===== src/rtl/ifu_fb_ctl.sv =====
// rtl/ifu_fb_ctl.sv - circular fetch buffer between F2 fetch groups and the aligner
// Presents the two oldest fetch groups and frees entries on aligner consume pulses.
module ifu_fb_ctl #(
    parameter int FB_DEPTH = 4,
    parameter int DATA_W   = 64
) (
    input  logic                          clk,
    input  logic                          rst_l,
    input  logic                          exu_flush_final,
    input  logic                          fb_wr_en_f2,
    input  logic [30:0]                   fb_wr_addr_f2,
    input  logic [DATA_W-1:0]             fb_wr_data_f2,
    input  logic                          ifu_fb_consume1,
    input  logic                          ifu_fb_consume2,
    output logic                          fb_valid0,
    output logic                          fb_valid1,
    output logic [30:0]                   fb_addr0,
    output logic [30:0]                   fb_addr1,
    output logic [DATA_W-1:0]             fb_data0,
    output logic [DATA_W-1:0]             fb_data1,
    output logic [$clog2(FB_DEPTH):0]     fb_count,
    output logic                          fb_full,
    output logic                          fb_empty,
    output logic                          fb_err_overflow,
    output logic                          fb_err_underflow
);
    localparam int PW = $clog2(FB_DEPTH);
    localparam int CW = PW + 1;
    localparam logic [CW-1:0] DEPTH_C = CW'(FB_DEPTH);

    logic [PW-1:0]     rd_ptr;
    logic [PW-1:0]     wr_ptr;
    logic [PW-1:0]     rd_ptr1;
    logic [CW-1:0]     count;
    logic [30:0]       addr_mem [FB_DEPTH];
    logic [DATA_W-1:0] data_mem [FB_DEPTH];
    logic              err_of;
    logic              err_uf;

    logic [CW-1:0]     c_req;
    logic [CW-1:0]     c_amt;
    logic [CW-1:0]     remaining;
    logic              underflow;
    logic              accept;
    logic              drop;

    // Consume is clamped to occupancy first, so a write may reuse a slot freed this cycle.
    always_comb begin
        c_req     = '0;
        if (ifu_fb_consume2)
            c_req = CW'(2);
        else if (ifu_fb_consume1)
            c_req = CW'(1);
        underflow = c_req > count;
        c_amt     = underflow ? count : c_req;
        remaining = count - c_amt;
        accept    = fb_wr_en_f2 && (remaining < DEPTH_C);
        drop      = fb_wr_en_f2 && !accept;
    end

    always_ff @(posedge clk or negedge rst_l) begin
        if (!rst_l) begin
            rd_ptr <= '0;
            wr_ptr <= '0;
            count  <= '0;
            err_of <= 1'b0;
            err_uf <= 1'b0;
        end else if (exu_flush_final) begin
            rd_ptr <= '0;
            wr_ptr <= '0;
            count  <= '0;
        end else begin
            rd_ptr <= rd_ptr + c_amt[PW-1:0];
            wr_ptr <= wr_ptr + PW'(accept);
            count  <= remaining + CW'(accept);
            err_of <= err_of | drop;
            err_uf <= err_uf | underflow;
        end
    end

    always_ff @(posedge clk) begin
        if (!exu_flush_final && accept) begin
            addr_mem[wr_ptr] <= fb_wr_addr_f2;
            data_mem[wr_ptr] <= fb_wr_data_f2;
        end
    end

    // Invalid entries read as zero so the outputs are clean during reset.
    assign rd_ptr1          = rd_ptr + PW'(1);
    assign fb_valid0        = (count != '0);
    assign fb_valid1        = (count >= CW'(2));
    assign fb_addr0         = fb_valid0 ? addr_mem[rd_ptr]  : '0;
    assign fb_addr1         = fb_valid1 ? addr_mem[rd_ptr1] : '0;
    assign fb_data0         = fb_valid0 ? data_mem[rd_ptr]  : '0;
    assign fb_data1         = fb_valid1 ? data_mem[rd_ptr1] : '0;
    assign fb_count         = count;
    assign fb_full          = (count == DEPTH_C);
    assign fb_empty         = (count == '0);
    assign fb_err_overflow  = err_of;
    assign fb_err_underflow = err_uf;
endmodule


===== config.mk =====
export PLATFORM = sky130hd
export DESIGN_NAME = ifu_fb_ctl
export DESIGN_NICKNAME = d
export VERILOG_FILES = /design/src/rtl/ifu_fb_ctl.sv
export SDC_FILE = /design/constraint.sdc
export NUM_CORES = 1
export LEC_CHECK = 0
export ABC_AREA = 0
export CORE_ASPECT_RATIO = 1.5
export CORE_MARGIN = 2
export CORE_UTILIZATION = 39
export CTS_BUF_LIST = sky130_fd_sc_hd__clkbuf_16
export DETAILED_ROUTE_END_ITERATION = 12
export MAX_ROUTING_LAYER = met4
export PLACE_DENSITY = 0.66
export SLEW_MARGIN = 20
export SYNTH_ARGS = -nofsm -noshare
export SYNTH_HDL_FRONTEND = slang
export SYNTH_SLANG_ARGS = --single-unit

===== constraint.sdc =====
create_clock -name clk -period 13.6 [get_ports clk]
set_clock_uncertainty 0.05 [all_clocks]
set_input_delay 2.72 -clock clk [delete_from_list [all_inputs] [get_ports clk]]
set_output_delay 2.72 -clock clk [all_outputs]
set_load 0.01 [all_outputs]

### Yosys cells after proc, flatten, opt, wreduce, memory -nomap -nowiden

Memory sizes are Yosys's and may differ from the RTL's.
Cells that the tools add are included.

* add/subtract/negate cells: 5
* $lt $le $gt $ge: 3
* equality and inequality tests: 1
* multiplexer cells: 12
* bitwise logic cells: 2
* reductions and logical operators: 7

Operators by type and width (count)
* $mux 64: 2
* $mux 31: 2
* $mux 3: 3
* $mux 2: 2
* $add 3x1->3: 1
* $eq 3x3->1 const B: 1
* $ge 3x2->1 const B: 1
* $gt 3x3->1: 1
* $logic_and 1x1->1: 3
* $logic_not 3->1: 1
* $lt 3x3->1 const B: 1
* $mux 1: 3
* $reduce_bool 3->1: 1
* $sub 3x3->3: 1
* $add 2x1->2: 1
* $add 2x1->2 const B: 1
* $add 2x2->2: 1
* $logic_not 1->1: 2
* $or 1x1->1: 2

* bits in registers: 9
* RAM bits: 380
* input port bits: 101
* output and inout bits: 199
* word-level logic and storage cells: 37
* memories kept: 2

Memories
* data_mem: words 4, width 64, rd ports 2, clocked after Yosys merged registers in 0, write ports 1, line 36 `logic [DATA_W-1:0] data_mem [FB_DEPTH];`
* addr_mem: words 4, width 31, rd ports 2, clocked after Yosys merged registers in 0, write ports 1, line 35 `logic [30:0] addr_mem [FB_DEPTH];`

### Longest topological paths before layout

Gate-level depths: netlist (run 1).

* word-level depth: 10
* mapped depth: 14

### Worst setup path after synthesis (run 1)

Ideal clock, no wire load.

* path type: in2reg
* start point: in ifu_fb_consume2
* end point: mem addr_mem[1][0] (enable)
* library setup time: 0.815 ns
* arrival: 14.396 ns
* path slack: -1.661 ns
* cell stages on the path: 9
* buffers on the path: 0
* cells stage by stage: ha_1 -> nor2b_1 -> o21ai_0 -> mux2i_1 -> ha_1 -> inv_1 -> fa_1 -> xnor2_1 -> nor4b_1

* longest elaborated chain between the ends: 9

RTL lines
* start, declared: line 14 `input logic ifu_fb_consume2,`
* $mux 3 (*): line 50 `if (ifu_fb_consume2)`
* $gt 3x3->1: line 54 `underflow = c_req > count;`
* $mux 3 (*): line 55 `c_amt = underflow ? count : c_req;`
* $sub 3x3->3 (*): line 56 `remaining = count - c_amt;`
* $lt 3x3->1 (*): line 57 `accept = fb_wr_en_f2 && (remaining < DEPTH_C);`
* $logic_and 1x1->1 (*): line 57
* $logic_and 1x1->1 (*): line 82 `if (!exu_flush_final && accept) begin`
* $mux 1 (*): line 82
* $mux 1 (not written as such) (*): line 83 `addr_mem[wr_ptr] <= fb_wr_addr_f2;`
* end, declared: line 35

Mark *: on every way between the ends. The rest lies on a longest branch, timed or not.

### Worst setup path in the final report (run 1)

* start point: in ifu_fb_consume2
* end point: mem addr_mem[1][4] (enable)

Same word-level chain as after synthesis.

==> results.json, run 1 <==
{
  "outcome": "finished, final reports clean",
  "htreeDepth": 2,
  "ys.warnings.count": 0,
  "worst_ep_required_time_ps": 13700,
  "ctsHoldBuffers": 0,
  "tritoncts": "done",
  "crit_type": "input pin to register",
  "regArea_um2": 11600,
  "die_area_um2": 47600,
  "io_buffers": 299,
  "crit_fanout": 48,
  "area_delta_synth_final_pct": 26.8,
  "die_w_um": 179,
  "fin_crit_ps": 7320,
  "critPathLaunchType": "input pin",
  "cp-end-kind": "register",
  "grt_pass1_wl_mm": 62.3,
  "first_global_vias": 10300,
  "cts_resized": 0,
  "hp-class": "register to register",
  "synth_top_area_frac": 0.638,
  "fillerInstances": 3708,
  "irDropWorstVdd_uv": 220,
  "fin_setup_tns_ps": 0,
  "clock_sinks": 389,
  "cp_top_family": "buffers and inverters",
  "drive_gt1_frac": 0.229,
  "place_congestion": 0.780,
  "yosysTopAreaCell": "edfxtp_1",
  "fin_nets": 1275,
  "crit_path_top_delay_cell": "buf_4",
  "crit_chain": "clkdlybuf4s50_1, ha_1, nor2b_1, o21ai_0, mux2i_1, ha_1, inv_1, fa_1, xnor2_1, nor4b_2, buf_4, buf_4",
  "power.leakage_nw": 7.12,
  "clockBufferDepth": 3,
  "rsz0062_at_grt": "no",
  "syn_nets": 989,
  "mostFrequentLayoutCells": "edfxtp_1, clkdlybuf4s50_1, mux4_2",
  "rows": 96,
  "cap_violations": 0,
  "total_power_mw": 4.60,
  "crit_arrival_ps": 7430,
  "synth.avg_cell_area_um2": 20.3,
  "power_density_nw_per_um2": 203,
  "wl_met1_mm": 15.7,
  "wl_per_cell_um": 23.4,
  "slew_headroom": 0.311,
  "vias": 9761,
  "synth_cell_type_count": 28,
  "synth_seq_cells": 389,
  "yosysSeqAreaShare": 0.650,
  "drt_pass1_iterations": 5,
  "track_usage": 0.181,
  "root_buffer": "clkbuf_16",
  "start_util": 0.393,
  "mostFrequentLayoutCell": "edfxtp_1",
  "viasPerCell": 5.46,
  "dp.final_hpwl_mm": 27.0,
  "cts-buffers-inserted": 37,
  "syn_area_um2": 17900,
  "clkTransAtPathRegs_ps": 70,
  "grt_overflow": 0,
  "die_h_um": 266,
  "dr_wl_met2_mm": 22.4,
  "io_pins": 300,
  "path_buf_inv": 4,
  "drc": 0,
  "drv_slew": 0,
  "postCtsSetupBuffers": 0,
  "worst_skew_pair.late_latency_ps": 530,
  "yosys-top-cells-area": "edfxtp_1, mux4_2, and2_1, dfrtp_1, buf_6",
  "multiInputGateArea_um2": 5840,
  "grt_start_max_net_pins": 109,
  "fmax_mhz": 137,
  "setup_viol": 0,
  "tightestPinTransition_ps": 1030,
  "grt_antenna_before_repair": 6,
  "met3WireLength_mm": 2.30,
  "antenna_left": 0,
  "core_area_um2": 45500,
  "hold_viol": 0,
  "fin_crit_sh": 0.538,
  "syn_inst": 880,
  "top_layer_used": "met4",
  "cp_slowest_stage_delay_ps": 680,
  "dr.first_iter.drc_count": 802,
  "wl_mm": 41.8
}
## final timing paths
check / endpoint / depth (start not counted) / slack (ps) / startpoint
max: addr_mem[1][4]$_DFFE_PP_ / 12 / 6280 / ifu_fb_consume2
min: fb_err_overflow$_DFFE_PN0N_ / 1 / 430 / fb_err_overflow$_DFFE_PN0N_
max reg2reg: addr_mem[1][4]$_DFFE_PP_ / 12 / 8380 / fb_count[1]$_DFF_PN0_
min reg2reg: fb_err_overflow$_DFFE_PN0N_ / 1 / 430 / fb_err_overflow$_DFFE_PN0N_
max in group asynchronous: rd_ptr[0]$_DFF_PN0_ / 1 / 10700 / rst_l
min in group asynchronous: fb_count[0]$_DFF_PN0_ / 1 / 2450 / rst_l
## per-layer routing
layer  vias up  global-route usage
met3        66              0.0250
li1       4182                   -
met4         0              0.0664
met1      5150               0.216
met5         -                   -
met2       363               0.312
## state kept, by name (all words and copies together), names as in the netlist
register	cells
rd_ptr	2
wr_ptr	2
addr_mem	124
data_mem	256
fb_err_underflow	1
fb_err_overflow	1
fb_count	3
## where the power goes
| part | internal [mW] | leakage [nW] | total (mW) | switching, mW |
|---|---|---|---|---|
| clock network | 0.676 | 0.660 | 1.11 | 0.433 |
| logic | 1.11 | 2.92 | 1.99 | 0.874 |
| registers | 1.42 | 3.54 | 1.51 | 0.0826 |
## cells in the mapped netlist
library cell,number
inv_1,5
dfrtp_1,9
edfxtp_1,380
xnor2_1,4
nand2b_1,2
mux2i_1,2
nor4b_1,2
buf_6,19
or3_1,1
and4b_1,1
mux4_2,191
nor4_1,1
buf_1,4
and2_1,190
a21o_1,1
buf_4,3
a21oi_1,1
o21bai_1,1
o21ai_0,1
or2_2,1
nor2b_1,8
nor2_1,5
fa_1,1
and3_1,1
clkbuf_1,20
clkbuf_2,1
buf_2,18
ha_1,7
## layout make-up
cell class	instances	area share
sequential	389	0.513
multi-input combinational	421	0.257
timing repair buffer	312	0.137
clock buffer	39	0.0430
tap	588	0.0324
clock inverter	28	0.0157
inverter	5	0.000827
antenna	6	0.000662
## cell families after synthesis
family	share of synthesized area
simple gates	0.0739
flops	0.650
xor+xnor	0.00196
compound gates	0.00140
fa+ha+maj	0.00602
mux	0.242
buf+inv	0.0246
## metrics by stage
step	instances	util	cell area, um2	hold slack [ps]	worst slack (ps)
after floorplan	880	-	17900	443	-1660
after CTS	1782	0.498	22700	430	6190
after global routing	1788	0.498	22700	449	5870
after global placement	1715	0.469	21300	416	5780
after detailed placement	1715	0.469	21300	402	5650
final	1788	0.498	22700	425	6280
(Power assumes the default switching activity.)
==> run 2: changes to the inputs <==
- PLACE_DENSITY: 0.66 -> 0.64
- clock period: 13.6 -> 6.9 ns (I/O delays scaled with it)
==> run 2 against run 1 <==
- core utilization is 0.12 points lower
- worst hold slack improved by 7.2 ps
- sequential power increased by 97%
- wire length decreased by 1.1%
- clock power rose by 77%
- largest power group unchanged
==> results.json, run 2 (synthesized netlist as in run 1, its figures left out) <==
{
  "fin_crit_sh": 0.716,
  "power.leakage_nw": 7.08,
  "io_buffers": 299,
  "dp.final_hpwl_mm": 26.3,
  "area_delta_synth_final_pct": 26.5,
  "largest_reg_flops": 256,
  "tightestPinTransition_ps": 921,
  "worstReg2RegEnd": "data_mem[1][27]$_DFFE_PP_",
  "first_global_vias": 10100,
  "cp-end-kind": "output port",
  "total_power_mw": 8.89,
  "critPathLaunchType": "register",
  "cts_resized": 0,
  "fillerInstances": 3694,
  "core_area_um2": 45500,
  "crit_type": "register to output port",
  "setup_viol": 0,
  "ctsHoldBuffers": 0,
  "io_pins": 300,
  "crit_arrival_ps": 3510,
  "drive_gt1_frac": 0.220,
  "cts-buffers-inserted": 36,
  "fin_crit_ps": 4940,
  "mostFrequentLayoutCell": "edfxtp_1",
  "root_buffer": "clkbuf_16",
  "fin_setup_tns_ps": 0,
  "start_util": 0.393,
  "wl_mm": 41.3,
  "worst_skew_pair.late_latency_ps": 520,
  "grt_start_max_net_pins": 96,
  "postLayoutCoreUtil": 0.497,
  "drc": 0,
  "preCtsSetupSlack_ps": 1500,
  "tritoncts": "done",
  "largest_register": "data_mem",
  "holdPathStages": 1,
  "grt_overflow": 0,
  "final_cell_area_um2": 22600,
  "fin_nets": 1275,
  "clockBufferDepth": 3,
  "wl_met1_mm": 15.3,
  "crit_fanout": 56,
  "viasPerCell": 5.37,
  "grt_antenna_before_repair": 10,
  "met3WireLength_mm": 2.45,
  "die_w_um": 179,
  "hold_viol": 0,
  "mostFrequentLayoutCells": "edfxtp_1, clkdlybuf4s50_1, mux4_2",
  "hp-class": "register to register",
  "track_usage": 0.177,
  "place_congestion": 0.750,
  "drv_slew": 0,
  "rows": 96,
  "die_h_um": 266,
  "outcome": "finished, final reports clean",
  "die_area_um2": 47600,
  "setup_slack_ps": 1960,
  "grt_pass1_wl_mm": 60.9,
  "worst_ep_required_time_ps": 5470,
  "clock_sinks": 389,
  "dp.cells": 1716,
  "antenna_left": 0,
  "dr_wl_met2_mm": 22.4,
  "postCtsSetupBuffers": 0,
  "reg2reg_depth": 11,
  "final_cells": 1787,
  "rsz0062_at_grt": "no",
  "top_layer_used": "met4",
  "cap_violations": 0,
  "whs_endpoint": "fb_err_overflow$_DFFE_PN0N_",
  "r2r_setup_slack_ps": 2810,
  "power_density_nw_per_um2": 393,
  "wl_per_cell_um": 23.1,
  "clkTransAtPathRegs_ps": 60,
  "vias": 9597,
  "whs_ps": 433,
  "drt_pass1_iterations": 5,
  "postPlaceCellArea_um2": 21400,
  "slew_headroom": 0.386,
  "htreeDepth": 2,
  "irDropWorstVdd_uv": 352,
  "fmax_mhz": 202,
  "hold_path.startpoint": "fb_err_overflow$_DFFE_PN0N_",
  "reg2reg_from": "fb_count[1]$_DFF_PN0_",
  "dr.first_iter.drc_count": 798
}
## run 2: cell count changes in the layout (fill, tap and decap cells not counted), moves of 2 or more
| cell | delta |
|---|---|
| diode_2 | +4 |
| clkinv_2 | -3 |
| nor4b_4 | +2 |
| clkinvlp_4 | -2 |
| bufinv_16 | -3 |
| nor4b_2 | -2 |
| inv_1 | +3 |
| buf_4 | -4 |
| clkinv_1 | +4 |
| buf_12 | +5 |
| clkinv_4 | -2 |
| clkbuf_16 | -2 |
## run 2: final cells by class
cell class | count | area (um2) | area share
Tap cell | 588 | 736 | 0.0325
Inverter | 5 | 18.8 | 0.000829
Clock inverter | 24 | 236 | 0.0105
Multi-Input combinational cell | 421 | 5870 | 0.259
Clock buffer | 37 | 926 | 0.0409
Sequential cell | 389 | 11600 | 0.515
Antenna cell | 10 | 25.0 | 0.00111
Timing Repair Buffer | 313 | 3170 | 0.140
## run 2: worst max-delay path: stages (launching register included)
cell and delay, ps:
dfrtp_4 920, buf_4 720, mux4_2 570, and2_1 220
clkdlybuf4s50_1 490
## run 2: layer usage
metal  vias to the layer above  global-route usage
met1                      5050               0.206
li1                       4175                   -
met4                         0              0.0624
met2                       309               0.307
met5                         -                   -
met3                        63              0.0310
## run 2: report_power, final
part | switching (mW) | internal, mW
clock network | 0.815 | 1.16
logic | 1.72 | 2.22
registers | 0.171 | 2.81
total | 2.70 | 6.18
## run 2: how the worst max path moves through the flow
stage / startpoint / to / slack [ps] / depth (start not counted)
after global placement: ifu_fb_consume2 / data_mem[1][21]$_DFFE_PP_ / 1500 / 11
after CTS: rd_ptr[0]$_DFF_PN0_ / fb_data1[63] / 1900 / 4
after global routing: rd_ptr[0]$_DFF_PN0_ / fb_data1[63] / 1800 / 4
after detailed placement: ifu_fb_consume2 / data_mem[1][14]$_DFFE_PP_ / 1500 / 11
final: rd_ptr[0]$_DFF_PN0_ / fb_data0[63] / 1960 / 4
after floorplan: ifu_fb_consume2 / addr_mem[1][0]$_DFFE_PP_ / 40 / 9
==> run 3: changes to the inputs <==
- clock period: 6.9 -> 4.86 ns (I/O delays scaled with it)
==> run 3 against run 2 <==
- sequential share of layout area shrank 0.64 points
- final cell count rose by 0.73%
- clock power is 46% higher
- count of clock-buffer cells in the layout is the same
- register-to-register slack got worse by 1500 ps
- worst setup slack worse by 1200 ps
- worst hold slack gained 7.6 ps
- wire length rose by 2.8%
- via count grew 1.4%
- non-clock buffer count grew 8
- critical path type unchanged
- critical endpoint is now fb_data0[50]
- largest cell class unchanged
==> results.json, run 3 (synthesized netlist as in run 1, its figures left out) <==
{
  "outcome": "finished, final reports clean",
  "first_global_vias": 10300,
  "irDropWorstVdd_uv": 597,
  "drive_gt1_frac": 0.232,
  "dp.cells": 1724,
  "cts-buffers-inserted": 37,
  "htreeDepth": 2,
  "dr.first_iter.drc_count": 775,
  "preCtsSetupSlack_ps": 328,
  "cap_violations": 0,
  "setup_slack_ps": 716,
  "io_pins": 300,
  "drt_pass1_iterations": 5,
  "regArea_um2": 11600,
  "fin_crit_sh": 0.853,
  "tritoncts": "done",
  "postCtsSetupBuffers": 0,
  "antenna_left": 0,
  "clockBufferDepth": 3,
  "place_congestion": 0.721,
  "dp.final_hpwl_mm": 28.0,
  "crit_arrival_ps": 3120,
  "crit_type": "register to output port",
  "critPathLaunchType": "register",
  "grt_antenna_before_repair": 10,
  "vias": 9729,
  "power_density_nw_per_um2": 562,
  "cts_resized": 0,
  "die_w_um": 179,
  "power.leakage_nw": 7.20,
  "setup_viol": 0,
  "hold_viol": 0,
  "worst_skew_pair.late_latency_ps": 520,
  "slew_headroom": 0.408,
  "cp_slowest_stage_delay_ps": 910,
  "multiInputGateArea_um2": 5950,
  "rows": 96,
  "drc": 0,
  "crit_chain": "or3_2, buf_12, and2_1, clkdlybuf4s50_1",
  "fmax_mhz": 241,
  "mostFrequentLayoutCell": "edfxtp_1",
  "grt_overflow": 0,
  "root_buffer": "clkbuf_16",
  "holdPathStages": 1,
  "reg2reg_depth": 11,
  "fillerInstances": 3682,
  "ctsHoldBuffers": 0,
  "tightestPinTransition_ps": 888,
  "wl_per_cell_um": 23.6,
  "worst_ep_required_time_ps": 3840,
  "final_cells": 1800,
  "grt_pass1_wl_mm": 62.9,
  "largest_reg_flops": 256,
  "mostFrequentLayoutCells": "edfxtp_1, clkdlybuf4s50_1, mux4_2",
  "viasPerCell": 5.41,
  "hp-class": "register to register",
  "clkTransAtPathRegs_ps": 60,
  "rsz0062_at_grt": "no",
  "cp-end-kind": "output port",
  "die_area_um2": 47600,
  "grt_start_max_net_pins": 66,
  "clock_sinks": 389,
  "fin_nets": 1284,
  "largest_register": "data_mem",
  "io_buffers": 299,
  "core_area_um2": 45500,
  "crit_path_top_delay_cell": "or3_2",
  "track_usage": 0.183,
  "die_h_um": 266,
  "wl_mm": 42.5,
  "start_util": 0.393,
  "area_delta_synth_final_pct": 28.1,
  "drv_slew": 0,
  "crit_fanout": 55,
  "fin_crit_ps": 4140
}
run 3: changes by cell type in the layout (fill, tap and decap cells not counted), moves of 2 or more:
cell	previous run	this run
buf_12	6	14
ha_1	7	4
ha_4	0	2
inv_1	10	14
run 3: final cells by class:
class                           instances  share of cell area
Clock inverter                         29              0.0124
Timing Repair Buffer                  321               0.145
Inverter                                5            0.000819
Antenna cell                           10             0.00109
Multi-Input combinational cell        421               0.260
Tap cell                              588              0.0321
Clock buffer                           37              0.0404
Sequential cell                       389               0.508
run 3: power breakdown:
part	internal, mW	switching [mW]	leakage [nW]
sequential	3.98	0.219	3.54
combinational	3.25	2.55	3.03
clock	1.70	1.16	0.622
run 3: path summary, 6_finish.rpt:
| path | from | to | slack, ps |
|---|---|---|---|
| worst max register to register | fb_count[1]$_DFF_PN0_ | data_mem[2][23]$_DFFE_PP_ | 1310 |
| min in group asynchronous | rst_l | fb_err_overflow$_DFFE_PN0N_ | 700 |
| max in group asynchronous | rst_l | rd_ptr[1]$_DFF_PN0_ | 3710 |
| worst min-delay path | fb_err_overflow$_DFFE_PN0N_ | fb_err_overflow$_DFFE_PN0N_ | 440 |
| worst min register to register | fb_err_overflow$_DFFE_PN0N_ | fb_err_overflow$_DFFE_PN0N_ | 440 |
| worst max-delay path | fb_count[2]$_DFF_PN0_ | fb_data0[50] | 720 |
run 3: per-layer routing:
layer / vias to the layer above / part of all wire / global-route usage
li1: 4207 / - / -
met1: 5123 / 0.36 / 0.211
met2: 343 / 0.55 / 0.317
met3: 56 / 0.058 / 0.0291
met4: 0 / 0.030 / 0.0756
met5: - / 0 / -
run 3: through the flow:
stage	setup TNS, ps	instance area [um2]	util	hold WS, ps	total power [mW]
global placement	0	21700	0.476	428	10.1
detailed placement	0	21700	0.476	413	10.2
CTS	0	22900	0.503	439	13.1
finish	0	22900	0.503	440	12.9
global route	0	22900	0.503	454	13.5
floorplan	-381230	18000	-	443	7.51
run 3: worst max-delay path, delay by kind of cell (launching register included):
kind	cells	cell delay (ps)
AND/OR/NAND/NOR	2	1150
buffers and inverters	2	850
flip-flops	1	520
